===== config.mk =====
export PLATFORM = sky130hd
export DESIGN_NAME = tmr_fault_injector
export DESIGN_NICKNAME = d
export VERILOG_FILES = /design/src/rtl/tmr_fault_injector.sv
export SDC_FILE = /design/constraint.sdc
export NUM_CORES = 1
export LEC_CHECK = 0
export ABC_AREA = 0
export BUFFER_PORTS_ARGS = -buffer_cell sky130_fd_sc_hd__buf_2
export CAP_MARGIN = 10
export CORE_MARGIN = 2
export CORE_UTILIZATION = 40
export DETAILED_ROUTE_END_ITERATION = 8
export PLACE_DENSITY = 0.68
export REMOVE_ABC_BUFFERS = 1
export SYNTH_ARGS = -nofsm -noshare
export SYNTH_HDL_FRONTEND = slang
export SYNTH_SLANG_ARGS = --single-unit

===== constraint.sdc =====
create_clock -name clk_i -period 2.3 [get_ports clk_i]
set_clock_uncertainty 0.05 [all_clocks]
set_input_delay 0.23 -clock clk_i [delete_from_list [all_inputs] [get_ports clk_i]]
set_output_delay 0.23 -clock clk_i [all_outputs]
set_load 0.02 [all_outputs]

===== src/rtl/tmr_fault_injector.sv =====
// Fault-injecting driver for a 3-lane majority voter.
// Registers one data word and replicates it onto lanes a/b/c. A small campaign
// FSM can corrupt one chosen lane for a bounded number of valid beats, starting
// after a programmable number of clean beats.
module tmr_fault_injector #(
  parameter int unsigned WIDTH = 1,
  parameter int unsigned CNT_W = 8
) (
  input  logic             clk_i,
  input  logic             rst_ni,
  input  logic [WIDTH-1:0] d_i,
  input  logic             valid_i,
  input  logic             inj_start_i,
  input  logic [1:0]       inj_lane_i,
  input  logic [1:0]       inj_mode_i,
  input  logic [CNT_W-1:0] inj_delay_i,
  input  logic [CNT_W-1:0] inj_len_i,
  output logic [WIDTH-1:0] a_o,
  output logic [WIDTH-1:0] b_o,
  output logic [WIDTH-1:0] c_o,
  output logic             valid_o,
  output logic             inj_busy_o,
  output logic             inj_active_o,
  output logic             inj_done_o,
  output logic             inj_err_o,
  output logic [CNT_W-1:0] inj_cnt_o
);

  typedef enum logic [1:0] {
    IDLE   = 2'd0,
    ARM    = 2'd1,
    INJECT = 2'd2,
    DONE   = 2'd3
  } state_t;

  state_t             state_q, state_d;
  logic [1:0]         lane_q, lane_d;
  logic [1:0]         mode_q, mode_d;
  logic [CNT_W-1:0]   dly_q, dly_d;
  logic [CNT_W-1:0]   len_q, len_d;
  logic [CNT_W-1:0]   cnt_q, cnt_d;
  logic               err_d;
  logic               corrupt;
  logic [WIDTH-1:0]   bad_data;
  logic [WIDTH-1:0]   a_d, b_d, c_d;

  // Campaign FSM: next state, latched configuration and beat counters.
  always_comb begin
    state_d = state_q;
    lane_d  = lane_q;
    mode_d  = mode_q;
    dly_d   = dly_q;
    len_d   = len_q;
    cnt_d   = cnt_q;
    err_d   = 1'b0;
    corrupt = (state_q == INJECT) && valid_i;
    case (state_q)
      IDLE: begin
        if (inj_start_i) begin
          if (inj_lane_i == 2'd3) begin
            err_d = 1'b1;
          end else begin
            lane_d = inj_lane_i;
            mode_d = inj_mode_i;
            dly_d  = inj_delay_i;
            len_d  = inj_len_i;
            cnt_d  = '0;
            if (inj_delay_i != '0)    state_d = ARM;
            else if (inj_len_i != '0) state_d = INJECT;
            else                      state_d = DONE;
          end
        end
      end
      ARM: begin
        // The beat that brings the delay to zero is still passed clean.
        if (valid_i) begin
          dly_d = dly_q - CNT_W'(1);
          if (dly_q == CNT_W'(1)) begin
            state_d = (len_q != '0) ? INJECT : DONE;
          end
        end
      end
      INJECT: begin
        if (valid_i) begin
          len_d = len_q - CNT_W'(1);
          if (cnt_q != '1) cnt_d = cnt_q + CNT_W'(1);
          if (len_q == CNT_W'(1)) state_d = DONE;
        end
      end
      DONE: begin
        state_d = IDLE;
      end
      default: begin
        state_d = IDLE;
      end
    endcase
  end

  // Corrupted value for the selected lane and the per-lane next data.
  always_comb begin
    case (mode_q)
      2'd0:    bad_data = ~d_i;
      2'd1:    bad_data = '0;
      2'd2:    bad_data = '1;
      default: bad_data = d_i ^ WIDTH'(1);
    endcase
    a_d = (corrupt && lane_q == 2'd0) ? bad_data : d_i;
    b_d = (corrupt && lane_q == 2'd1) ? bad_data : d_i;
    c_d = (corrupt && lane_q == 2'd2) ? bad_data : d_i;
  end

  // FSM state and campaign configuration registers.
  always_ff @(posedge clk_i or negedge rst_ni) begin
    if (!rst_ni) begin
      state_q   <= IDLE;
      lane_q    <= '0;
      mode_q    <= '0;
      dly_q     <= '0;
      len_q     <= '0;
      cnt_q     <= '0;
      inj_err_o <= 1'b0;
    end else begin
      state_q   <= state_d;
      lane_q    <= lane_d;
      mode_q    <= mode_d;
      dly_q     <= dly_d;
      len_q     <= len_d;
      cnt_q     <= cnt_d;
      inj_err_o <= err_d;
    end
  end

  // Lane output registers: load on valid beats, hold otherwise.
  always_ff @(posedge clk_i or negedge rst_ni) begin
    if (!rst_ni) begin
      a_o          <= '0;
      b_o          <= '0;
      c_o          <= '0;
      valid_o      <= 1'b0;
      inj_active_o <= 1'b0;
    end else begin
      valid_o      <= valid_i;
      inj_active_o <= corrupt;
      if (valid_i) begin
        a_o <= a_d;
        b_o <= b_d;
        c_o <= c_d;
      end
    end
  end

  assign inj_busy_o = (state_q != IDLE);
  assign inj_done_o = (state_q == DONE);
  assign inj_cnt_o  = cnt_q;

endmodule


==> flow_metrics.env, run 1 <==
export IMPL_dr_pass1_iters=4
export IMPL_track_usage_pct=17.13
export IMPL_dp_hpwl_um=3584
export IMPL_hold_violations=19
export IMPL_timing_fmax_mhz=482.2
export IMPL_slew_headroom_pct=44.32
export IMPL_seq_area_frac_synth_pct=40.49
export IMPL_period_needed_ns=2.074
export IMPL_slew_viol_final=0
export IMPL_synth_top_area_cell="dfrtp_1"
export IMPL_wirelength_um=4986
export IMPL_synth_cell_area_um2=2225
export IMPL_cpPeakStageDelay_ns=0.41
export IMPL_dp_cells=341
export IMPL_leakagePower_uw=0.001168
export IMPL_syn_avg_cell_area_um2=9.507
export IMPL_holdWs_ns=-0.008072
export IMPL_synth_main_ff_cell="dfrtp_1"
export IMPL_synth_top_cell_area_share_pct=40.49
export IMPL_grt_ovfl_total=0
export IMPL_cts_resized=0
export IMPL_reg2reg_slack_ns=0.23
export IMPL_worstPathCellList="inv_1, ha_1, mux2i_1, a21o_1, a22o_2, a311o_2"
export IMPL_cts_tree="yes"
export IMPL_cap_violations=0
export IMPL_finalInstanceArea_um2=2610
export IMPL_place_area_um2=2484
export IMPL_clockBufferDepth=2
export IMPL_fillers=529
export IMPL_post_synth_top_count_cell="dfrtp_1"
export IMPL_setup_viol=0
export IMPL_busiest_layer="met2"
export IMPL_fin_util_pct=47.99
export IMPL_drt_iter0_drc=61
export IMPL_crit_required_ns=2.42
export IMPL_antenna_found_initial=0
export IMPL_end_kind="flip-flop"
export IMPL_r2r_start="state_q[0]"
export IMPL_violations="hold timing"
export IMPL_yosys_register_bits=36
export IMPL_final_nets=313
export IMPL_met2_usage_pct=27.35
export IMPL_grt_setup_unrepaired="false"
export IMPL_cts_inserted_buffers=5
export IMPL_path_class="flip-flop to flip-flop"
export IMPL_outcome="finished with violations"
export IMPL_drc=0
export IMPL_max_vdd_ir_drop_v=0.0008886
export IMPL_ys_warnings_count=0
export IMPL_rr_worst_depth=6
export IMPL_crit_path_top_delay_cell="dfrtp_1"
export IMPL_synthArstFlopShare_pct=100.0
export IMPL_die_h_um=78.58
export IMPL_yosys_top_cells_area="dfrtp_1 (40%), ha_1 (6.7%), a21oi_1 (4.7%)"
export IMPL_synth_edff_count=0
export IMPL_min_path_type="input port to asynchronous set/reset pin"
export IMPL_worstMarginPinSlew_ns=0.8351
export IMPL_syn_to_final_growth_pct=17.32
export IMPL_grt_max_degree=37
export IMPL_vias_per_cell=5.582
export IMPL_post_cts_buffers=0
export IMPL_drive_gt1_share_pct=24.91
export IMPL_start_util_pct=40.90
export IMPL_die_w_um=78.58
export IMPL_grt_pass1_wl_um=8521
export IMPL_fin_crit_sh_pct=90.17
export IMPL_die_area_um2=6174
export IMPL_hold_buffers=0
export IMPL_synth_distinct_cells=47
export IMPL_power_density_nw_per_um2=1288
export IMPL_cts_root_buf="clkbuf_8"
export IMPL_cts_sinks=36
export IMPL_r2r_end="dly_q[4]"
export IMPL_tns_ns=0
export IMPL_path_clk_slew_ns=0.08
export IMPL_ant_nets=0
export IMPL_grt_util_met3_pct=2.989
export IMPL_antennaDiodeCount=0
export IMPL_cts_htree_levels=2
export IMPL_port_buffer_count=40
export IMPL_crit_fanout=10
export IMPL_ys_top_cells_by_count="dfrtp_1 (36), a21oi_1 (21), o21ai_0 (16)"
export IMPL_io_pin_count=41
export IMPL_start_kind="flip-flop"
export IMPL_stdcell_count=349
export IMPL_grt_pass1_vias=1847
export IMPL_grtUsageMet1_pct=23.42
export IMPL_detail_route_wl_per_cell_um=14.29
export IMPL_place_gp_congestion=0.8490
export IMPL_synth_cells=234
export IMPL_row_count=27
export IMPL_core_area_um2=5439
export IMPL_vias=1948
export IMPL_insertion_delay_ns=0.28
export IMPL_cp_arrival_ns=2.19
sequential cells by signal (all words and copies together) (netlist names), 2 cells and up:
signal     count
lane_q         2
inj_cnt_o      8
len_q          8
state_q        2
dly_q          8
mode_q         2
layout make-up:
| cell class | instances | area (µm²) | area share, % |
|---|---|---|---|
| multi-input combinational | 175 | 1206 | 46.21 |
| sequential | 36 | 900.9 | 34.52 |
| timing repair buffer | 45 | 237.7 | 9.108 |
| clock buffer | 7 | 96.34 | 3.691 |
| tap | 72 | 90.09 | 3.452 |
| inverter | 13 | 48.80 | 1.870 |
| clock inverter | 1 | 30.03 | 1.151 |
worst max-delay path, delay by kind of cell, from the launching register on:
kind,cells,cell delay [ns]
AOI/OAI and AO/OA,3,0.93
adders and majority gates,1,0.29
buffers and inverters,1,0.13
DFF,1,0.41
muxes,1,0.15
how the worst max path moves through the flow:
stage	startpoint	endpoint
3_3_place_gp	state_q[0]	dly_q[4]
2_1_floorplan	state_q[0]	inj_cnt_o[2]
5_1_grt	state_q[0]	dly_q[4]
3_5_place_dp	state_q[1]	dly_q[4]
6_report	state_q[0]	dly_q[4]
4_1_cts	state_q[1]	dly_q[4]
cells in the final DEF (no fill, tap or decap), drive strengths merged, types with 11 or more instances in the layout:
| cell | instances |
|---|---|
| buf | 45 |
| dfrtp | 36 |
| a21oi | 21 |
| o21ai | 16 |
| nor2 | 14 |
| inv | 13 |
| nand2 | 12 |
| ha | 12 |
| a31oi | 11 |
report_power, final:
| group | internal [µW] | total (µW) | switching (µW) |
|---|---|---|---|
| Sequential | 872 | 1140 | 265 |
| Combinational | 670 | 1610 | 941 |
| Clock | 383 | 613 | 230 |
| Total | 1920 | 3360 | 1440 |
through the flow:
stage | power (µW) | setup WS [ns]
floorplan | 2264 | -0.1797
global placement | 2699 | 0.3488
detailed placement | 2754 | 0.2835
CTS | 3390 | 0.2537
global route | 3669 | 0.1148
finish | 3361 | 0.2261
per-layer routing:
layer,vias to the layer above,part of all wire [%]
li1,955,-
met1,941,48
met2,46,47
met3,6,4.3
met4,0,1.2
met5,-,0
cells by family after synthesis:
logic type	after synthesis	synth area share (%)
flops	36	40.49
fa+ha+maj	12	6.749
mux	15	7.199
compound gates	72	21.37
simple gates	75	18.50
xor+xnor	1	0.3938
buf+inv	23	5.286
No activity file was read; power rests on OpenSTA's default activity.
==> run 2: changes to the inputs <==
- HOLD_SLACK_MARGIN: not set -> 0.12
- PLACE_DENSITY: 0.68 -> not set
- clock period: 2.3 -> 1.8 ns (I/O delays scaled with it)
==> flow_metrics.env, run 2 (same netlist as run 1, synthesis figures left out) <==
export IMPL_hold_end="len_q[6]"
export IMPL_path_clk_slew_ns=0.08
export IMPL_crit_path_top_delay_cell="dfrtp_1"
export IMPL_row_count=27
export IMPL_drive_gt1_share_pct=32.91
export IMPL_final_cell_mix="buf_2 (40), dfrtp_1 (36), buf_4 (24)"
export IMPL_place_gp_congestion=0.8288
export IMPL_holdWs_ns=0.1463
export IMPL_period_needed_ns=1.816
export IMPL_antenna_found_initial=0
export IMPL_critPathBufInv=1
export IMPL_crit_required_ns=1.93
export IMPL_io_pin_count=41
export IMPL_grt_pass1_wl_um=8769
export IMPL_rr_worst_depth=6
export IMPL_end_kind="flip-flop"
export IMPL_cp_arrival_ns=1.94
export IMPL_vias_per_cell=5.348
export IMPL_max_vdd_ir_drop_v=0.0006705
export IMPL_antennaDiodeCount=0
export IMPL_start_kind="flip-flop"
export IMPL_power_density_nw_per_um2=1562
export IMPL_die_area_um2=6174
export IMPL_dp_hpwl_um=3832
export IMPL_cts_root_buf="clkbuf_8"
export IMPL_r2r_start="state_q[1]"
export IMPL_timing_fmax_mhz=550.8
export IMPL_ant_nets=0
export IMPL_leakagePower_uw=0.001329
export IMPL_place_ws_ns=-0.001291
export IMPL_violations="setup timing"
export IMPL_detail_route_wl_per_cell_um=13.96
export IMPL_wirelength_um=5375
export IMPL_worstMarginPinSlew_ns=0.4511
export IMPL_drc=0
export IMPL_critPathTopFamily="compound AO/OA/AOI/OAI gates"
export IMPL_insertion_delay_ns=0.30
export IMPL_core_area_um2=5439
export IMPL_grt_pass1_vias=1909
export IMPL_slew_headroom_pct=69.92
export IMPL_min_path_cells=3
export IMPL_port_buffer_count=40
export IMPL_crit_fanout=3
export IMPL_drt_iter0_drc=118
export IMPL_die_h_um=78.58
export IMPL_r2r_end="dly_q[4]"
export IMPL_cts_tree="yes"
export IMPL_start_util_pct=40.90
export IMPL_hold_path_startpoint="inj_len_i[6]"
export IMPL_track_usage_pct=17.94
export IMPL_min_path_type="input port to flip-flop"
export IMPL_dr_pass1_iters=4
export IMPL_final_common_cell="buf_2"
export IMPL_die_w_um=78.58
export IMPL_grt_ovfl_total=0
export IMPL_tns_ns=-0.01566
export IMPL_grt_max_degree=24
export IMPL_cts_inserted_buffers=5
export IMPL_vias=2059
export IMPL_syn_to_final_growth_pct=33.35
export IMPL_fin_crit_sh_pct=100.9
export IMPL_grt_setup_unrepaired="true"
export IMPL_cts_sinks=36
export IMPL_hold_violations=0
export IMPL_cts_htree_levels=2
export IMPL_setup_ws_ns=-0.01566
export IMPL_reg2reg_slack_ns=-0.02
export IMPL_cap_violations=0
export IMPL_path_class="flip-flop to flip-flop"
export IMPL_setup_viol=1
export IMPL_worstPathCellList="inv_2, ha_2, mux2i_1, a21o_1, a22o_2, a311o_2"
export IMPL_slew_viol_final=0
export IMPL_clockBufferDepth=2
export IMPL_cpPeakStageDelay_ns=0.44
export IMPL_final_nets=349
export IMPL_outcome="finished with violations"
-- run 2: cell types whose count changed in the layout (fill, tap and decap cells not counted), sizes merged --
cell	before	now
buf	45	68
bufinv	1	0
clkbuf	7	5
clkinv	0	3
dlygate4sd3	0	13
-- run 2: stage by stage --
step | cells | utilization [%] | power, µW | cell area (µm²)
after floorplan | 224 | - | 2893 | 2156
after global placement | 360 | 48.75 | 3786 | 2651
after detailed placement | 360 | 48.75 | 3817 | 2651
after CTS | 381 | 52.80 | 4454 | 2872
after global routing | 385 | 54.54 | 5047 | 2967
final | 385 | 54.54 | 4635 | 2967
-- run 2: how the worst max path moves through the flow --
stage | from | to | slack [ns] | cells past startpoint
2_1_floorplan | state_q[0] | inj_cnt_o[2] | -0.68 | 6
3_3_place_gp | state_q[0] | dly_q[4] | 0.06 | 6
3_5_place_dp | state_q[0] | dly_q[4] | -0.001 | 6
4_1_cts | state_q[1] | inj_cnt_o[6] | 0.01 | 7
5_1_grt | state_q[1] | dly_q[4] | -0.06 | 6
6_report | state_q[1] | dly_q[4] | -0.02 | 6
-- run 2: per-layer routing --
| metal | global-route usage, % | up-vias | share of wire [%] |
|---|---|---|---|
| met4 | 7.544 | 0 | 1.9 |
| met5 | 0 | - | 0 |
| met2 | 29.15 | 40 | 46 |
| met3 | 3.218 | 9 | 3.5 |
| li1 | - | 1033 | - |
| met1 | 23.49 | 977 | 48 |
-- run 2: repair_timing --
item | CTS | global route
gates cloned | 0 | 1
resized for setup | 2 | 18
setup endpoints to repair | 2 | 19
hold buffers | 13 | 0
pin swaps | 0 | 2
endpoints found under the hold margin | 39 | 0
setup buffers | 0 | 3
-- run 2: layout make-up --
cell class,instances,area (µm²)
Fill cell,506,2472
Multi-Input combinational cell,175,1266
Sequential cell,36,900.9
Timing Repair Buffer,81,573.1
Tap cell,72,90.09
Clock buffer,5,68.82
Inverter,13,48.80
Clock inverter,3,18.77
-- run 2: worst register-to-register path: stages, from the launching register on --
cell and delay (ns):
dfrtp_1 0.44, inv_2 0.11, ha_2 0.20, mux2i_1 0.11, a21o_1 0.20, a22o_2 0.26
a311o_2 0.34
-- run 2: where the power goes --
part / internal, µW / leakage [µW] / total [µW] / switching, µW
Sequential: 1110 / 0.000446 / 1380 / 268
Clock: 270 / 0.0000479 / 580 / 311
Combinational: 1260 / 0.000835 / 2670 / 1420
Total: 2640 / 0.00133 / 4630 / 1990
==> run 3: changes to the inputs <==
--- a/config.mk
+++ b/config.mk
@@ -14,4 +14,5 @@
 export HOLD_SLACK_MARGIN = 0.12
 export REMOVE_ABC_BUFFERS = 1
+export SLEW_MARGIN = 30
 export SYNTH_ARGS = -nofsm -noshare
 export SYNTH_HDL_FRONTEND = slang
==> constraint.sdc (replaced) <==
create_clock -name clk_i -period 1.7 [get_ports clk_i]
set_clock_uncertainty 0.05 [all_clocks]
set_input_delay 0 -clock clk_i [delete_from_list [all_inputs] [get_ports clk_i]]
set_output_delay 0 -clock clk_i [all_outputs]
set_load 0.02 [all_outputs]
==> flow_metrics.env, run 3 (same netlist as run 1, synthesis figures left out) <==
export IMPL_outcome="finished with violations"
export IMPL_violations="setup timing"
export IMPL_core_area_um2=5439
export IMPL_cts_htree_levels=2
export IMPL_crit_path_top_delay_cell="dfrtp_1"
export IMPL_ant_nets=0
export IMPL_wirelength_um=5478
export IMPL_final_cell_mix="buf_2 (40), buf_4 (37), dfrtp_1 (36)"
export IMPL_antenna_found_initial=0
export IMPL_grt_pass1_vias=2180
export IMPL_vias_per_cell=5.198
export IMPL_track_usage_pct=19.25
export IMPL_cts_root_buf="clkbuf_8"
export IMPL_fin_crit_sh_pct=103.6
export IMPL_cts_tree="yes"
export IMPL_start_util_pct=40.90
export IMPL_timing_fmax_mhz=567.5
export IMPL_cap_violations=0
export IMPL_cts_sinks=36
export IMPL_slew_viol_final=0
export IMPL_dr_pass1_iters=4
export IMPL_row_count=27
export IMPL_critPathTopFamily="compound AO/OA/AOI/OAI gates"
export IMPL_antennaDiodeCount=0
export IMPL_setup_ws_ns=-0.06201
export IMPL_path_clk_slew_ns=0.08
export IMPL_period_needed_ns=1.762
export IMPL_crit_start="state_q[1]"
export IMPL_r2r_end="dly_q[4]"
export IMPL_min_path_type="input port to asynchronous set/reset pin"
export IMPL_leakagePower_uw=0.001448
export IMPL_grt_pass1_wl_um=9542
export IMPL_cpPeakStageDelay_ns=0.43
export IMPL_io_pin_count=41
export IMPL_reg2reg_slack_ns=-0.06
export IMPL_crit_required_ns=1.83
export IMPL_drive_gt1_share_pct=33.53
export IMPL_crit_fanout=3
export IMPL_die_area_um2=6174
export IMPL_place_gp_congestion=0.8247
export IMPL_die_w_um=78.58
export IMPL_grt_max_degree=37
export IMPL_worstPathCellList="inv_2, ha_2, mux2i_1, a21o_1, a22o_2, a311o_2"
export IMPL_detail_route_wl_per_cell_um=13.39
export IMPL_max_vdd_ir_drop_v=0.0008199
export IMPL_power_density_nw_per_um2=1655
export IMPL_tns_ns=-0.09076
export IMPL_grt_setup_unrepaired="true"
export IMPL_drc=0
export IMPL_slew_headroom_pct=68.44
export IMPL_path_class="flip-flop to flip-flop"
export IMPL_r2r_start="state_q[1]"
export IMPL_worstMarginPinSlew_ns=0.4734
export IMPL_vias=2126
export IMPL_rr_worst_depth=6
export IMPL_clockBufferDepth=2
export IMPL_critPathBufInv=1
export IMPL_die_h_um=78.58
export IMPL_dp_hpwl_um=3858
export IMPL_cp_depth=6
export IMPL_cts_inserted_buffers=5
export IMPL_start_kind="flip-flop"
export IMPL_end_kind="flip-flop"
export IMPL_final_common_cell="buf_2"
export IMPL_final_nets=373
export IMPL_fin_util_pct=58.36
export IMPL_hold_violations=0
export IMPL_grt_ovfl_total=0
export IMPL_port_buffer_count=40
export IMPL_syn_to_final_growth_pct=42.69
export IMPL_cp_arrival_ns=1.89
export IMPL_drt_iter0_drc=80
export IMPL_setup_viol=5
export IMPL_insertion_delay_ns=0.29
-- run 3: cell count changes in the layout (fill, tap and decap cells not counted), moves of 2 or more --
cell and delta:
buf_4 +13, dlygate4sd3_1 +12, mux2_2 -3, mux2_4 +3, buf_12 -2, o21ai_0 -2, o21ai_1 +2
-- run 3: worst max path at each step --
stage	endpoint	slack (ns)
2_1_floorplan	inj_cnt_o[2]	-0.78
3_3_place_gp	dly_q[4]	-0.04
3_5_place_dp	dly_q[4]	-0.09
4_1_cts	c_o	-0.03
5_1_grt	inj_cnt_o[6]	-0.12
6_report	dly_q[4]	-0.06
-- run 3: metrics by stage --
step / area, µm² / cells / power [µW] / worst slack (ns) / hold slack [ns]
after floorplan: 2156 / 224 / 3063 / -0.7797 / -0.3456
after global placement: 2716 / 372 / 4196 / -0.04287 / 0.03173
after detailed placement: 2716 / 372 / 4231 / -0.09481 / 0.02546
after CTS: 3117 / 407 / 5137 / -0.03446 / 0.2479
after global routing: 3174 / 409 / 5737 / -0.1214 / 0.2817
final: 3174 / 409 / 5254 / -0.06201 / 0.2340
-- run 3: report_power, final --
part	internal (µW)	leakage [µW]	switching, µW
sequential	1180	0.000446	267
combinational	1510	0.000947	1540
clock	436	0.0000552	322
-- run 3: area by class of cell --
type / count / area, µm²
Inverter: 13 / 48.80
Clock buffer: 6 / 72.57
Sequential cell: 36 / 900.9
Clock inverter: 2 / 35.03
Fill cell: 513 / 2265
Tap cell: 72 / 90.09
Multi-Input combinational cell: 175 / 1265
Timing Repair Buffer: 105 / 762.0
-- run 3: routing by layer --
layer	GRT usage (%)	up-vias	wire, µm
met2	32.82	42	2594
li1	-	1079	-
met4	5.614	0	29
met3	3.563	2	191
met5	0	-	0
met1	24.80	1003	2662
-- run 3: timing repair --
item,4_1_cts,5_1_grt
setup buffers,2,1
hold buffers,25,0
pin swaps,3,4
gates cloned,0,1
endpoints found under the setup margin,19,24
hold endpoints to repair,61,0
resized for setup,10,13
-- run 3: worst min-delay path, cell delays in order --
cell and delay (ns):
dlygate4sd3_1 0.52, buf_2 0.09, buf_4 0.40
